File: config.mk
export PLATFORM = sky130hd
export DESIGN_NAME = door_timer_fsm_flat
export DESIGN_NICKNAME = d
export VERILOG_FILES = /design/src/rtl/door_timer_fsm_if.sv /design/src/rtl/door_timer_fsm.sv /design/src/flat_wrapper.sv
export SDC_FILE = /design/constraint.sdc
export NUM_CORES = 1
export LEC_CHECK = 0
export CAP_MARGIN = 0
export CORE_MARGIN = 8
export CORE_UTILIZATION = 30
export CTS_BUF_LIST = sky130_fd_sc_hd__clkbuf_2
export DETAILED_ROUTE_END_ITERATION = 8
export MAX_ROUTING_LAYER = met4
export PLACE_DENSITY_LB_ADDON = 0.05
export SLEW_MARGIN = 20
export SYNTH_ARGS = -nofsm -noshare
export SYNTH_HDL_FRONTEND = slang
export SYNTH_SLANG_ARGS = --single-unit
File: constraint.sdc
create_clock -name clk -period 1.45 [get_ports clk]
set_input_delay 0.2175 -clock clk [delete_from_list [all_inputs] [get_ports clk]]
set_output_delay 0.2175 -clock clk [all_outputs]
set_load 0.05 [all_outputs]
File: src/rtl/door_timer_fsm_if.sv
// ---------------------------------------------------------------------------
// door_timer_fsm_if
// Groups the door sequencer's time-base, request and status signals.
//   master : floor controller / cabin side (drives requests and tick,
//            reads door status)
//   slave  : door_timer_fsm itself
// Signals:
//   tick         one-cycle time-base pulse from the tick divider
//   open_req     car arrived at floor, open the door
//   open_btn     cabin open button (synchronised level)
//   close_btn    cabin close button (synchronised level)
//   obstruct     door-edge sensor (synchronised level)
//   tick_en      enable back to the tick divider
//   door_state   0=CLOSED 1=OPENING 2=OPEN 3=CLOSING
//   door_closed  high while the door is closed
//   closed_pulse one-cycle pulse on arrival in CLOSED
// ---------------------------------------------------------------------------
interface door_timer_fsm_if;
    logic       tick;
    logic       open_req;
    logic       open_btn;
    logic       close_btn;
    logic       obstruct;
    logic       tick_en;
    logic [1:0] door_state;
    logic       door_closed;
    logic       closed_pulse;

    modport master (
        output tick, open_req, open_btn, close_btn, obstruct,
        input  tick_en, door_state, door_closed, closed_pulse
    );

    modport slave (
        input  tick, open_req, open_btn, close_btn, obstruct,
        output tick_en, door_state, door_closed, closed_pulse
    );
endinterface

File: src/rtl/door_timer_fsm.sv
// ---------------------------------------------------------------------------
// door_timer_fsm
// Elevator car door sequencer. Times the door through opening, hold-open,
// closing and closed phases using ticks from the tick divider, reopens on
// obstruction or open requests, and reports status to the floor controller.
// Ports:
//   clk    system clock, all logic on its rising edge
//   reset  synchronous active-low reset
//   bus    door_timer_fsm_if.slave (tick/requests in, status/tick_en out)
//
// state    | meaning
// ---------+----------------------------------------------------------
// CLOSED   | door shut, divider disabled, ticks ignored
// OPENING  | door moving open for OPEN_TICKS ticks, requests ignored
// OPEN     | door held open for HOLD_TICKS ticks, restarts on request
// CLOSING  | door moving shut for CLOSE_TICKS ticks, reopens on request
// ---------------------------------------------------------------------------
module door_timer_fsm #(
    parameter int OPEN_TICKS  = 3,
    parameter int HOLD_TICKS  = 5,
    parameter int CLOSE_TICKS = 3
) (
    input  logic               clk,
    input  logic               reset,
    door_timer_fsm_if.slave    bus
);

    localparam int MAX_OH    = (OPEN_TICKS > HOLD_TICKS) ? OPEN_TICKS : HOLD_TICKS;
    localparam int MAX_TICKS = (MAX_OH > CLOSE_TICKS) ? MAX_OH : CLOSE_TICKS;
    localparam int CW        = $clog2(MAX_TICKS + 1);

    localparam logic [CW-1:0] OPEN_LAST  = CW'(OPEN_TICKS - 1);
    localparam logic [CW-1:0] HOLD_LAST  = CW'(HOLD_TICKS - 1);
    localparam logic [CW-1:0] CLOSE_LAST = CW'(CLOSE_TICKS - 1);

    typedef enum logic [1:0] {
        ST_CLOSED  = 2'd0,
        ST_OPENING = 2'd1,
        ST_OPEN    = 2'd2,
        ST_CLOSING = 2'd3
    } state_t;

    state_t        r_state;
    logic [CW-1:0] r_cnt;
    logic          r_closed_pulse;

    state_t        w_state_nxt;
    logic [CW-1:0] w_cnt_nxt;
    logic          w_enter_closed;
    logic          w_reopen;

    // Any of these holds the door open (OPEN) or forces a reopen (CLOSING).
    assign w_reopen       = bus.open_req | bus.open_btn | bus.obstruct;
    assign w_enter_closed = (r_state != ST_CLOSED) && (w_state_nxt == ST_CLOSED);

    // State register. Reset wins over everything, so an abandoned phase
    // never produces a closed_pulse.
    always_ff @(posedge clk) begin
        if (!reset) begin
            r_state        <= ST_CLOSED;
            r_cnt          <= '0;
            r_closed_pulse <= 1'b0;
        end else begin
            r_state        <= w_state_nxt;
            r_cnt          <= w_cnt_nxt;
            r_closed_pulse <= w_enter_closed;
        end
    end

    // Next-state and counter. The counter is cleared on every transition,
    // so each phase exits at its terminal count and never wraps.
    always_comb begin
        w_state_nxt = r_state;
        w_cnt_nxt   = r_cnt;
        case (r_state)
            ST_CLOSED: begin
                w_cnt_nxt = '0;
                if (bus.open_req || bus.open_btn) begin
                    w_state_nxt = ST_OPENING;
                end
            end
            ST_OPENING: begin
                if (bus.tick) begin
                    if (r_cnt == OPEN_LAST) begin
                        w_state_nxt = ST_OPEN;
                        w_cnt_nxt   = '0;
                    end else begin
                        w_cnt_nxt = r_cnt + CW'(1);
                    end
                end
            end
            ST_OPEN: begin
                if (w_reopen) begin
                    // Restart the hold; beats close_btn and a terminal tick.
                    w_cnt_nxt = '0;
                end else if (bus.close_btn) begin
                    w_state_nxt = ST_CLOSING;
                    w_cnt_nxt   = '0;
                end else if (bus.tick) begin
                    if (r_cnt == HOLD_LAST) begin
                        w_state_nxt = ST_CLOSING;
                        w_cnt_nxt   = '0;
                    end else begin
                        w_cnt_nxt = r_cnt + CW'(1);
                    end
                end
            end
            ST_CLOSING: begin
                if (w_reopen) begin
                    w_state_nxt = ST_OPENING;
                    w_cnt_nxt   = '0;
                end else if (bus.tick) begin
                    if (r_cnt == CLOSE_LAST) begin
                        w_state_nxt = ST_CLOSED;
                        w_cnt_nxt   = '0;
                    end else begin
                        w_cnt_nxt = r_cnt + CW'(1);
                    end
                end
            end
            default: begin
                w_state_nxt = ST_CLOSED;
                w_cnt_nxt   = '0;
            end
        endcase
    end

    // Outputs decoded from the state register.
    always_comb begin
        bus.door_state   = r_state;
        bus.door_closed  = (r_state == ST_CLOSED);
        bus.tick_en      = (r_state != ST_CLOSED);
        bus.closed_pulse = r_closed_pulse;
    end

endmodule

File: src/flat_wrapper.sv
// flat-port wrapper written by rule: the top's interface ports become plain ports
module door_timer_fsm_flat 
#(
    parameter int OPEN_TICKS  = 3,
    parameter int HOLD_TICKS  = 5,
    parameter int CLOSE_TICKS = 3
)
  (clk, reset, bus_tick, bus_open_req, bus_open_btn, bus_close_btn, bus_obstruct, bus_tick_en, bus_door_state, bus_door_closed, bus_closed_pulse);
  door_timer_fsm_if bus_i ();
  input  logic clk;
  input  logic reset;
  input wire logic [$bits(bus_i.tick)-1:0] bus_tick;
  input wire logic [$bits(bus_i.open_req)-1:0] bus_open_req;
  input wire logic [$bits(bus_i.open_btn)-1:0] bus_open_btn;
  input wire logic [$bits(bus_i.close_btn)-1:0] bus_close_btn;
  input wire logic [$bits(bus_i.obstruct)-1:0] bus_obstruct;
  output wire logic [$bits(bus_i.tick_en)-1:0] bus_tick_en;
  output wire logic [$bits(bus_i.door_state)-1:0] bus_door_state;
  output wire logic [$bits(bus_i.door_closed)-1:0] bus_door_closed;
  output wire logic [$bits(bus_i.closed_pulse)-1:0] bus_closed_pulse;
  assign bus_i.tick = bus_tick;
  assign bus_i.open_req = bus_open_req;
  assign bus_i.open_btn = bus_open_btn;
  assign bus_i.close_btn = bus_close_btn;
  assign bus_i.obstruct = bus_obstruct;
  assign bus_tick_en = bus_i.tick_en;
  assign bus_door_state = bus_i.door_state;
  assign bus_door_closed = bus_i.door_closed;
  assign bus_closed_pulse = bus_i.closed_pulse;
  door_timer_fsm #(.OPEN_TICKS(OPEN_TICKS), .HOLD_TICKS(HOLD_TICKS), .CLOSE_TICKS(CLOSE_TICKS)) u_core (.clk(clk), .reset(reset), .bus(bus_i));
endmodule
==> reports/metrics.cfg, run 1 <==
[global_route]
grt_max_degree=10
grt_pass1_vias=498
grt_overflow=0
antenna_found_initial=0
grt_util_all_layers_pct=8.86
grt_pass1_wl_um=2190

[timing]
rsz0062_at_grt=true
slew_viol_final=0
fin_crit_sh_pct=102
max_freq_mhz=677
slew-limit-headroom_pct=71.8
setup_violations=1
worst_slew_pin_slew_ns=0.422
layout_setup_ws_ns=-0.0278
fin_crit_ns=1.48
fin_skew_ns=0.0156
hold_viol=0
hold_ws_ns=0.508

[detailed_routing]
drtPass1Iterations=4
ant_nets=0
wl_per_cell_um=13.3
wl_um=1440
via_per_inst=5.22
drt_iter0_markers=15
drc=0
dr_total_vias=564

[floorplan]
die-height_um=55.8
dieArea_mm2=0.00311
ios=12
core_area_mm2=0.00149
start_util_pct=31.8
die_w_um=55.8
rows=14

[clocking]
cts_made_buffers=3
holdBufCountCts=0
cts.clk_slew.worst_paths_ns=0.08
insertion_delay_ns=0.24
clock_sinks=6
clk_root_buffer_cell=clkbuf_2
clockBufferDepth=2
htreeDepth=1
cts_tree=yes

[yosys]
netlist_instances=61
ys.flop_type=dfxtp_1
syn_nets=72
async_flop_share_pct=0
ys_seq_area_share_pct=25.3
yosysTopAreaCell=dfxtp_1
ys_seq_elements=6
synth_area_leaders=dfxtp_1, ha_1, inv_1, a21oi_1, nor3_1
syn_avg_cell_area_um2=7.77
synth.top_cell.area_share_pct=25.3
synth_edf_count=0
synth_area_um2=474
synth.distinct_cells=30
synth.yosys.warnings=0

[final_layout]
layout_commonest_cell=buf_4
final_cell_mix=buf_4, nand2_1
finalNetCount=104
drive_above_1_share_pct=51.1
synthToLayoutAreaGrowth_pct=76.0
final_core_util_pct=56.1
fin_cells=108
n_antenna_cell=0

[min_path]
hold_path_depth=3
hold_class=primary input to flip-flop

[worst_setup_path]
startpoint_type=flip-flop
crit_path_max_incr_delay_ns=0.38
ff2ff_setup_slack_ns=-0.03
cp-endpoint=u_core.r_cnt[0]$_SDFFE_PN0P_
cp_cell_sequence=or3b_4, buf_6, a211oi_2, o221ai_1, a21oi_1
cp-end-kind=flip-flop
r2r-end=u_core.r_cnt[0]$_SDFFE_PN0P_
required_ns=1.60
crit_family=compound AO/OA/AOI/OAI gates
path_buf_inv=1
path_depth=5
path_max_fanout=2
r2r_cells=5
startpoint=u_core.bus.door_state[0]$_SDFF_PN0_
crit_slowest_cell=or3b_4
arrival_ns=1.63
r2r_start=u_core.bus.door_state[0]$_SDFF_PN0_
crit_type=flip-flop to flip-flop

[power_and_ir_drop]
p_leak_nw=0.355
power_density_mw_per_mm2=533
ir_worst_vdd_mv=0.383
fin_total_pwr_w=0.000444

[place]
port_buffers=11
gp_congestion=0.897
place_ws_ns=-0.409
dp_hpwl_um=1100
dp_cells=103

[outcome]
outcome=complete, but fails checks
violations=setup timing

[flow_run]
maxCapViolCount=0

==> per-stage QoR <==
| stage | area [um2] | setup TNS, ns |
|---|---|---|
| after floorplan | 488 | -0.254 |
| after global placement | 758 | -1.76 |
| after detailed placement | 758 | -1.86 |
| after CTS | 781 | -0.0861 |
| after global routing | 835 | -0.0889 |
| final | 835 | -0.0278 |
==> worst register-to-register path, stage by stage (launching register included) <==
cell      delay [ns]
dfxtp_4         0.35
or3b_4          0.38
buf_6           0.13
a211oi_2        0.22
o221ai_1        0.15
a21oi_1         0.17
==> power breakdown <==
part	internal, W	switching [W]	leakage, nW
Clock	0.0000732	0.0000734	0.0166
Combinational	0.0000644	0.0000664	0.288
Sequential	0.000165	0.00000179	0.0504
Total	0.000303	0.000142	0.355
==> registers in the layout, indices dropped and copies added, names as in the netlist <==
name	flops
u_core.r_cnt	3
u_core.bus.closed_pulse	1
u_core.bus.door_state	2
==> how the worst min path moves through the flow <==
stage                                 start                             endpoint
6_report                       bus_open_btn  u_core.bus.door_state[0]$_SDFF_PN0_
5_1_grt                        bus_open_btn  u_core.bus.door_state[0]$_SDFF_PN0_
4_1_cts                        bus_open_btn  u_core.bus.door_state[0]$_SDFF_PN0_
3_5_place_dp   u_core.r_cnt[2]$_SDFFE_PN0P_         u_core.r_cnt[2]$_SDFFE_PN0P_
3_3_place_gp   u_core.r_cnt[2]$_SDFFE_PN0P_         u_core.r_cnt[2]$_SDFFE_PN0P_
2_1_floorplan                         reset  u_core.bus.door_state[0]$_SDFF_PN0_
==> layout make-up <==
type	instances	area, um2
fillers	139	654
multi-input cells	46	355
repair buffers	30	284
flip-flops and latches	6	129
inverters	6	26.3
clock buffers	4	20.0
well taps	16	20.0
==> Yosys cell counts (all sizes together), types with 2 or more instances <==
cell type	number
or2	4
buf	2
ha	4
o31ai	3
a21oi	4
o21ai	4
nand3	2
nor2	2
nor3	4
dfxtp	6
inv	6
nand2	5
==> kinds of logic after synthesis <==
logic type	Yosys count	synth area share, %
AOI/OAI and AO/OA	21	31.7
adders and majority gates	4	10.6
buffers and inverters	9	8.97
DFF	6	25.3
and+or+nand+nor	21	23.5
==> timing repair <==
| action | CTS | global route |
|---|---|---|
| setup endpoints to repair | 7 | 8 |
| endpoints found under the hold margin | 0 | 0 |
| cloned | 0 | 0 |
| resized for setup | 7 | 13 |
| pin swaps | 3 | 9 |
| setup buffers | 0 | 1 |
==> layer usage <==
metal / GRT usage, % / share of wire, % / wire length [um]
met4: 4.23 / 1.9 / 27
met1: 9.77 / 44 / 637
met2: 13.1 / 47 / 674
met5: - / 0 / 0
met3: 4.11 / 6.9 / 99
No activity file was read; power rests on OpenSTA's default activity.
==> run 2, diff against run 1 <==
--- a/config.mk
+++ b/config.mk
@@ -8,10 +8,10 @@
 export CAP_MARGIN = 0
 export CORE_MARGIN = 8
 export CORE_UTILIZATION = 30
-export CTS_BUF_LIST = sky130_fd_sc_hd__clkbuf_2
 export DETAILED_ROUTE_END_ITERATION = 8
 export MAX_ROUTING_LAYER = met4
 export PLACE_DENSITY_LB_ADDON = 0.05
+export SKIP_LAST_GASP = 1
 export SLEW_MARGIN = 20
 export SYNTH_ARGS = -nofsm -noshare
 export SYNTH_HDL_FRONTEND = slang
==> run 2 against run 1 <==
Against the previous run: the flow still finishes with violations (setup timing); sequential power barely moved; non-clock buffer count did not move; register-to-register slack improved by 0.02 ns; clock-buffer cell count did not move; highest routed layer unchanged.
==> reports/metrics.cfg, run 2 (synthesis results as in run 1) <==
[clocking]
insertion_delay_ns=0.25
htreeDepth=1
clk_root_buffer_cell=clkbuf_4
cts_tree=yes
clock_sinks=6
cts.clk_slew.worst_paths_ns=0.05
cts_made_buffers=3
clockBufferDepth=2

[floorplan]
rows=14
start_util_pct=31.8
core_area_mm2=0.00149
ios=12
die-height_um=55.8
dieArea_mm2=0.00311
die_w_um=55.8

[detailed_routing]
wl_met3_um=116
wl_per_cell_um=13.5
dr_wl_met2_um=716
wl_um=1460
drc=0
dr_total_vias=582
drt_iter0_markers=20
drtPass1Iterations=4
met1Wirelength_um=604
ant_nets=0
dr.max_layer_used=met4
via_per_inst=5.39

[flow_run]
maxCapViolCount=0

[worst_setup_path]
required_ns=1.62
r2r_start=u_core.bus.door_state[0]$_SDFF_PN0_
cp_cell_sequence=or3b_4, buf_6, a211oi_2, o221ai_1, a21oi_1
arrival_ns=1.63
cp-end-kind=flip-flop
ff2ff_setup_slack_ns=-0.008
startpoint_type=flip-flop
crit_slowest_cell=or3b_4
crit_path_max_incr_delay_ns=0.38
startpoint=u_core.bus.door_state[0]$_SDFF_PN0_
path_max_fanout=2
crit_type=flip-flop to flip-flop

[global_route]
grt_pass1_wl_um=2260
grt_max_degree=10
grt_util_all_layers_pct=9.14
antenna_found_initial=0
grt_pass1_vias=520
grt_overflow=0

[final_layout]
layout_commonest_cell=buf_4
largest_register=u_core.r_cnt
drive_above_1_share_pct=48.9
synthToLayoutAreaGrowth_pct=76.5
finalNetCount=104
largest_register_ffs=3
final_cell_mix=buf_4, inv_1, nand2_1
final_core_util_pct=56.2
n_antenna_cell=0

[place]
place_ws_ns=-0.409
gp_congestion=0.897
dp_hpwl_um=1100
port_buffers=11

[power_and_ir_drop]
ir_worst_vdd_mv=0.423
power_density_mw_per_mm2=563
p_leak_nw=0.352

[min_path]
min_from=bus_open_btn
hold_class=primary input to flip-flop

[timing]
slew-limit-headroom_pct=71.4
fin_crit_sh_pct=101
worst_slew_pin_slew_ns=0.429
hold_viol=0
layout_setup_ws_ns=-0.00805
fin_crit_ns=1.46
fin_skew_ns=0.00435
setup_violations=2
slew_viol_final=0
max_freq_mhz=686
rsz0062_at_grt=true

[outcome]
outcome=complete, but fails checks
violations=setup timing

==> run 2: cell counts in the layout (fill, tap and decap cells not counted) <==
No cell type changed its count.
==> run 2: stage by stage <==
stage          hold WS, ns  cell area [um2]  instances  power (W)  TNS, ns
2_1_floorplan        0.337              488         61   0.000227   -0.254
3_3_place_gp         0.582              758        103   0.000297    -1.76
3_5_place_dp         0.579              758        103   0.000296    -1.86
4_1_cts              0.492              787        107   0.000469  -0.0816
5_1_grt              0.510              837        108   0.000502   -0.106
6_report             0.492              837        108   0.000471  -0.0103
==> run 2: layer usage <==
layer  vias up  global-route usage [%]
met5         -                       -
met4         0                    4.58
met3         4                    4.11
met2        27                    13.9
met1       265                    9.77
li1        286                       -
==> run 2: final timing paths <==
| check | endpoint | cells after the start |
|---|---|---|
| hold reg to reg | u_core.r_cnt[0]$_SDFFE_PN0P_ | 3 |
| setup reg to reg | u_core.r_cnt[0]$_SDFFE_PN0P_ | 5 |
| hold / removal | u_core.bus.door_state[0]$_SDFF_PN0_ | 3 |
| setup / recovery | u_core.r_cnt[0]$_SDFFE_PN0P_ | 5 |
==> run 2: critical path: cells and delay by family (launching register included) <==
kind | cells | cell delay, ns
AOI/OAI and AO/OA | 3 | 0.53
and+or+nand+nor | 1 | 0.38
DFF | 1 | 0.34
buffers and inverters | 1 | 0.13
==> run 2: cell type report <==
| type | count | area [um2] |
|---|---|---|
| well taps | 16 | 20.0 |
| repair buffers | 30 | 280 |
| clock buffers | 4 | 26.3 |
| inverters | 6 | 26.3 |
| flip-flops and latches | 6 | 129 |
| multi-input cells | 46 | 355 |
| fillers | 136 | 652 |
==> run 2: repair_timing <==
action,4_1_cts,5_1_grt
gates resized for setup,7,11
gates cloned,0,0
hold buffers,0,0
pin swaps,3,9
buffers inserted,0,1
setup endpoints to repair,7,8
==> run 2: power breakdown <==
| part | internal (W) | total, W | switching [W] |
|---|---|---|---|
| Combinational | 0.0000632 | 0.000130 | 0.0000665 |
| Sequential | 0.000166 | 0.000168 | 0.00000168 |
| Clock | 0.000105 | 0.000174 | 0.0000693 |
| Total | 0.000334 | 0.000471 | 0.000137 |
